==> config.mk <==
export PLATFORM = sky130hd
export DESIGN_NAME = demux1to2_stream
export DESIGN_NICKNAME = d
export VERILOG_FILES = /design/src/rtl/demux1to2_stream.sv
export SDC_FILE = /design/constraint.sdc
export NUM_CORES = 1
export LEC_CHECK = 0
export CAP_MARGIN = 20
export CORE_AREA = 2 2 64 66
export CTS_CLUSTER_SIZE = 25
export DETAILED_ROUTE_END_ITERATION = 8
export DIE_AREA = 0 0 66 68
export DONT_BUFFER_PORTS = 1
export GPL_TIMING_DRIVEN = 0
export PLACE_DENSITY = 0.84
export SKIP_LAST_GASP = 1
export SYNTH_ARGS = -nofsm -noshare
export SYNTH_HDL_FRONTEND = slang
export SYNTH_SLANG_ARGS = --single-unit
==> constraint.sdc <==
create_clock -name clk -period 5.85 [get_ports clk]
set_input_delay 1.4625 -clock clk [delete_from_list [all_inputs] [get_ports clk]]
set_output_delay 1.4625 -clock clk [all_outputs]
set_load 0.005 [all_outputs]
==> src/rtl/demux1to2_stream.sv <==
`default_nettype none
// +--------------------------------------------------------------------------+
// | demux1to2_stream: 1-to-2 valid/ready packet demux, 2-entry buffer per output. |
// | Optional macro DEMUX_STATS_EN adds per-destination packet counters. Rev 1.0 |
// +--------------------------------------------------------------------------+
module demux1to2_stream #(
   parameter int DATA_W = 8
) (
   input  logic              clk,
   input  logic              rst_n,
   input  logic              in_valid,
   output logic              in_ready,
   input  logic [DATA_W-1:0] in_data,
   input  logic              in_last,
   input  logic              in_sel,
   output logic              out0_valid,
   input  logic              out0_ready,
   output logic [DATA_W-1:0] out0_data,
   output logic              out0_last,
   output logic              out1_valid,
   input  logic              out1_ready,
   output logic [DATA_W-1:0] out1_data,
   output logic              out1_last,
   output logic              busy
`ifdef DEMUX_STATS_EN
   ,
   output logic [15:0]       pkt0_count,
   output logic [15:0]       pkt1_count
`endif
);

   localparam logic [1:0] c_idle  = 2'd0;
   localparam logic [1:0] c_lock0 = 2'd1;
   localparam logic [1:0] c_lock1 = 2'd2;

   logic [1:0]      state_q, state_d;
   logic            dest_w;
   logic            push_w;
   logic [1:0]      full_w;
   logic [1:0]      valid_w;
   logic [1:0]      pop_w;
   logic [1:0]      push_buf_w;
   logic [1:0]      out_ready_w;
   logic [DATA_W:0] head_w [2];

   assign out_ready_w = {out1_ready, out0_ready};
   assign push_w      = in_valid && in_ready;

   always_ff @(posedge clk) begin
      if (!rst_n) begin
         state_q <= c_idle;
      end else begin
         state_q <= state_d;
      end
   end

   always_comb begin
      state_d = state_q;
      if (push_w) begin
         case (state_q)
            c_idle: begin
               if (!in_last) state_d = in_sel ? c_lock1 : c_lock0;
            end
            c_lock0, c_lock1: begin
               if (in_last) state_d = c_idle;
            end
            default: state_d = c_idle;
         endcase
      end
   end

   // Destination follows in_sel only between packets; ready never looks at in_valid.
   always_comb begin
      busy     = (state_q != c_idle);
      dest_w   = (state_q == c_idle) ? in_sel : (state_q == c_lock1);
      in_ready = !full_w[dest_w];
   end

   for (genvar gi = 0; gi < 2; gi++) begin : g_buf
      logic [DATA_W:0] mem_q [2];
      logic            wr_ptr_q;
      logic            rd_ptr_q;
      logic [1:0]      cnt_q;

      assign push_buf_w[gi] = push_w && (dest_w == 1'(gi));
      assign valid_w[gi]    = (cnt_q != 2'd0);
      assign full_w[gi]     = (cnt_q == 2'd2);
      assign pop_w[gi]      = valid_w[gi] && out_ready_w[gi];
      assign head_w[gi]     = mem_q[rd_ptr_q];

      always_ff @(posedge clk) begin
         if (!rst_n) begin
            mem_q[0] <= '0;
            mem_q[1] <= '0;
            wr_ptr_q <= 1'b0;
            rd_ptr_q <= 1'b0;
            cnt_q    <= 2'd0;
         end else begin
            if (push_buf_w[gi]) begin
               mem_q[wr_ptr_q] <= {in_last, in_data};
               wr_ptr_q        <= ~wr_ptr_q;
            end
            if (pop_w[gi]) rd_ptr_q <= ~rd_ptr_q;
            case ({push_buf_w[gi], pop_w[gi]})
               2'b10:   cnt_q <= cnt_q + 2'd1;
               2'b01:   cnt_q <= cnt_q - 2'd1;
               default: cnt_q <= cnt_q;
            endcase
         end
      end
   end

   assign out0_valid              = valid_w[0];
   assign {out0_last, out0_data}  = head_w[0];
   assign out1_valid              = valid_w[1];
   assign {out1_last, out1_data}  = head_w[1];

`ifdef DEMUX_STATS_EN
   logic [15:0] pkt0_q;
   logic [15:0] pkt1_q;

   always_ff @(posedge clk) begin
      if (!rst_n) begin
         pkt0_q <= 16'd0;
         pkt1_q <= 16'd0;
      end else if (push_w && in_last) begin
         if (!dest_w && pkt0_q != 16'hFFFF) pkt0_q <= pkt0_q + 16'd1;
         if (dest_w && pkt1_q != 16'hFFFF)  pkt1_q <= pkt1_q + 16'd1;
      end
   end

   assign pkt0_count = pkt0_q;
   assign pkt1_count = pkt1_q;
`endif

endmodule
`default_nettype wire

==> flow_metrics.py, run 1 <==
metrics = {
    "routing": {
        "first_pass_iters": 4,
        "wl_met3_um": 254,
        "drt-total-wl_um": 3680,
        "wl_met1_um": 1300,
        "ant_nets": 0,
        "post-route-drc-count": 0,
        "top_layer_used": "met4",
        "met2_length_um": 2070,
        "drtIter0Drc": 90,
        "vias": 1235,
        "wl_per_cell_um": 16.4,
        "via_per_inst": 5.49,
    },
    "floorplanning": {
        "dieArea_mm2": 0.00449,
        "num_rows": 23,
        "fp.dieW_um": 66,
        "start_util": 0.571,
        "io_pins": 37,
        "die_height_um": 68,
        "core_region_area_mm2": 0.00386,
    },
    "yosys": {
        "syn-cell-area_mm2": 0.00220,
        "ys_ff_latch": 48,
        "ys_top_cells_by_count": "38 x and2_1, 36 x edfxtp_1, 19 x mux2_2, 12 x dfxtp_1, 8 x nor2_1",
        "seq_area_frac_synth": 0.600,
        "synthAdderAreaFrac": 0.0227,
        "yosysMostFrequentCell": "and2_1",
        "synthesis.instances": 164,
        "yosys.area.top_type_share": 0.491,
        "synth_mux_area_frac": 0.103,
        "avgSynthCellArea_um2": 13.4,
        "synthSimpleGateAreaFrac": 0.182,
        "synth.area.top_cells": "edfxtp_1 49%, dfxtp_1 11%, and2_1 11%",
        "synth_compound_area_frac": 0.0426,
        "synth_top_family_by_area": "simple AND/OR/NAND/NOR gates",
        "ys_warn_count": 0,
        "syn_nets": 183,
        "yosysTopAreaCell": "edfxtp_1",
        "synth_edf_count": 36,
        "yosysUniqueCellTypes": 24,
        "ys.flop_type": "edfxtp_1",
        "async_flop_share": 0,
        "synthXorXnorAreaFrac": 0.0318,
    },
    "final_layout": {
        "diodes": 0,
        "fin_nets": 194,
        "multiInputGateArea_um2": 842,
        "drive_gt1_frac": 0.229,
        "final_cells": 225,
        "n_fill_cell": 294,
        "seq_area_mm2": 0.00132,
        "area_growth_pct": 9.84,
    },
    "sta": {
        "finalCriticalPeriod_ns": 3.59,
        "hold_viol_final": 0,
        "fmax_mhz": 278,
        "tns_ns": 0,
        "period_share": 0.614,
        "worstMarginPinSlew_ns": 0.704,
        "fin_skew_ns": 0.00584,
        "rsz0062_at_grt": "false",
        "drv_slew": 0,
        "slew_headroom": 0.526,
        "setup_viol": 0,
    },
    "hold_path": {
        "hp-start": "state_q[0]",
        "hold_path.class": "reg -> reg",
        "worst_hold_path.endpoint": "state_q[0]",
        "whs_path_depth": 2,
    },
    "power": {
        "power_frac_seq": 0.474,
        "sw_frac_of_total": 0.259,
        "clkPwrFrac": 0.292,
        "internal_power_mw": 0.694,
        "cellPowerDensity_mw_per_mm2": 387,
        "ir_drop_uv": 207,
        "p_switching_mw": 0.243,
        "share_comb_of_total_power": 0.234,
        "power_leakage_nw": 0.906,
    },
    "clocking": {
        "root_buffer": "clkbuf_8",
        "postCtsHoldBufs": 0,
        "htreeDepth": 2,
        "insertion_delay_ns": 0.30,
        "clk_pin_slew_worst_paths_ns": 0.08,
        "cts_setup_buffers": 0,
        "tritoncts": "yes",
        "cts_resized": 0,
        "clkSinkCount": 48,
        "numCtsBuffers": 5,
        "clockBufferDepth": 2,
    },
    "worst_setup_path": {
        "critPathLaunchType": "primary input",
        "path_buf_inv": 0,
        "crit_chain": "mux2i_2 > mux2_2",
        "crit_type": "in -> out",
        "regToRegSetupSlack_ns": 3.52,
        "arrival_ns": 2.13,
        "slowest_stage": "mux2_2",
        "rr_startpoint": "state_q[0]",
        "crit_start": "in_sel",
        "r2r_end": "g_buf[1].mem_q[1][6]",
        "path_max_fanout": 3,
        "cpPeakStageDelay_ns": 0.39,
        "crit_family": "multiplexers",
        "cp.required_ns": 4.39,
        "ff2ff_path_depth": 6,
        "end_kind": "output port",
    },
    "grt": {
        "grt_pass1_vias": 1219,
        "gr-total-overflow": 0,
        "antenna_found_initial": 0,
        "grt_max_degree": 15,
        "grt_pass1_wl_um": 5770,
        "grt_use_total": 0.183,
    },
    "placement": {
        "dp.cells": 218,
        "dp_hpwl_um": 2790,
        "place_congestion": 0.710,
        "io_buffers": 0,
    },
    "job": {
        "maxCapViolations": 0,
    },
    "outcome": {
        "status": "completed",
    },
}
[power by group through the flow]
stage,Combinational (mW),Sequential (mW),Clock (mW)
global route,0.242,0.450,0.290
floorplan,0.184,0.445,0
finish,0.219,0.444,0.274
CTS,0.223,0.444,0.274
detailed placement,0.221,0.451,0
global placement,0.207,0.448,0
[state kept, by name, indices dropped and copies added, names as in the netlist, named ones only]
register / flops
g_buf.cnt_q: 4
g_buf.mem_q: 36
state_q: 2
g_buf.rd_ptr_q: 2
g_buf.wr_ptr_q: 2
[cells by family after synthesis]
logic type	count (synthesis)
simple gates	62
flops	48
mux	20
compound gates	12
buf+inv	10
xor+xnor	8
fa+ha+maj	4
[worst max-delay path by stage]
stage | to | cells past startpoint | slack (ns)
3_5_place_dp | in_ready | 2 | 2.25
3_3_place_gp | in_ready | 2 | 2.27
4_1_cts | in_ready | 2 | 2.25
6_report | in_ready | 2 | 2.26
2_1_floorplan | in_ready | 2 | 2.31
5_1_grt | in_ready | 2 | 2.23
[placed cells by master (no fill, tap or decap), drive strengths merged]
master	synthesis	layout
a2111oi	1	1
a21oi	2	2
a221oi	1	1
and2	38	38
buf	0	4
bufinv	0	2
clkbuf	3	8
dfxtp	12	12
edfxtp	36	36
ha	4	4
inv	7	7
mux2	19	19
mux2i	1	1
nand2	3	3
nand2b	2	2
nand3	1	1
nand3b	1	1
nor2	8	8
nor2b	1	1
nor3	4	4
o21ai	6	6
o2bb2ai	2	2
or2	2	2
or3	2	2
xnor2	6	6
xor2	2	2
[worst register-to-register path, delay by kind of cell (launching register included)]
family / cells / cell delay, ns
AO/OA/AOI/OAI: 1 / 0.60
multiplexers: 1 / 0.22
AND/OR/NAND/NOR: 1 / 0.25
flip-flops: 1 / 0.35
adder cells (fa/ha/maj): 1 / 0.26
buffers and inverters: 2 / 0.37
[metal layers]
metal	GRT usage	up-vias
met4	0.0791	0
met2	0.341	35
met5	0	-
met1	0.188	600
li1	-	593
met3	0.0609	7
[stage by stage]
stage               setup slack [ns]  cell area [µm²]   util  hold WS (ns)  power (mW)
floorplan                       2.31             2200      -         0.442       0.629
global route                    2.23             2420  0.627         0.517       0.982
detailed placement              2.25             2290  0.593         0.481       0.673
CTS                             2.25             2420  0.627         0.493       0.941
finish                          2.26             2420  0.627         0.487       0.936
global placement                2.27             2260  0.587         0.451       0.655
[cell type report]
type                            count  share of cell area
Sequential cell                    48               0.547
Multi-Input combinational cell    106               0.348
Timing Repair Buffer                4              0.0104
Clock inverter                      2              0.0248
Clock buffer                        5              0.0285
Tap cell                           50              0.0259
Buffer                              3             0.00466
Inverter                            7              0.0109
(Power assumes the default switching activity.)
==> inputs of run 2 (changes only) <==
- clock period: 5.85 -> 3.7 ns (I/O delays scaled with it)
==> results of run 2 <==
The final DEF is identical to that of run 1. Status: completed.
Among the figures that moved: setup slack after placement 2.25 ns -> 1.13 ns; setup slack after layout 2.26 ns -> 1.05 ns; start point of the critical path in_sel -> state_q[0]; register-to-register setup slack 3.52 ns -> 1.37 ns; total power 0.936 mW -> 1.48 mW; worst IR drop on VDD 207 µV -> 328 µV
==> inputs of run 3 (changes only) <==
- clock period: 3.7 -> 2.55 ns (I/O delays scaled with it)
==> results of run 3 <==
The final DEF is identical to that of run 1. Status: completed.
Among the figures that moved: setup slack after placement 2.25 ns -> 0.136 ns; setup slack after layout 2.26 ns -> 0.191 ns; hold slack 0.487 ns -> 0.460 ns; start point of the critical path in_sel -> state_q[0]; register-to-register setup slack 3.52 ns -> 0.22 ns; end point of the worst hold path state_q[0] -> state_q[1]; total power 0.936 mW -> 2.15 mW; worst IR drop on VDD 207 µV -> 475 µV
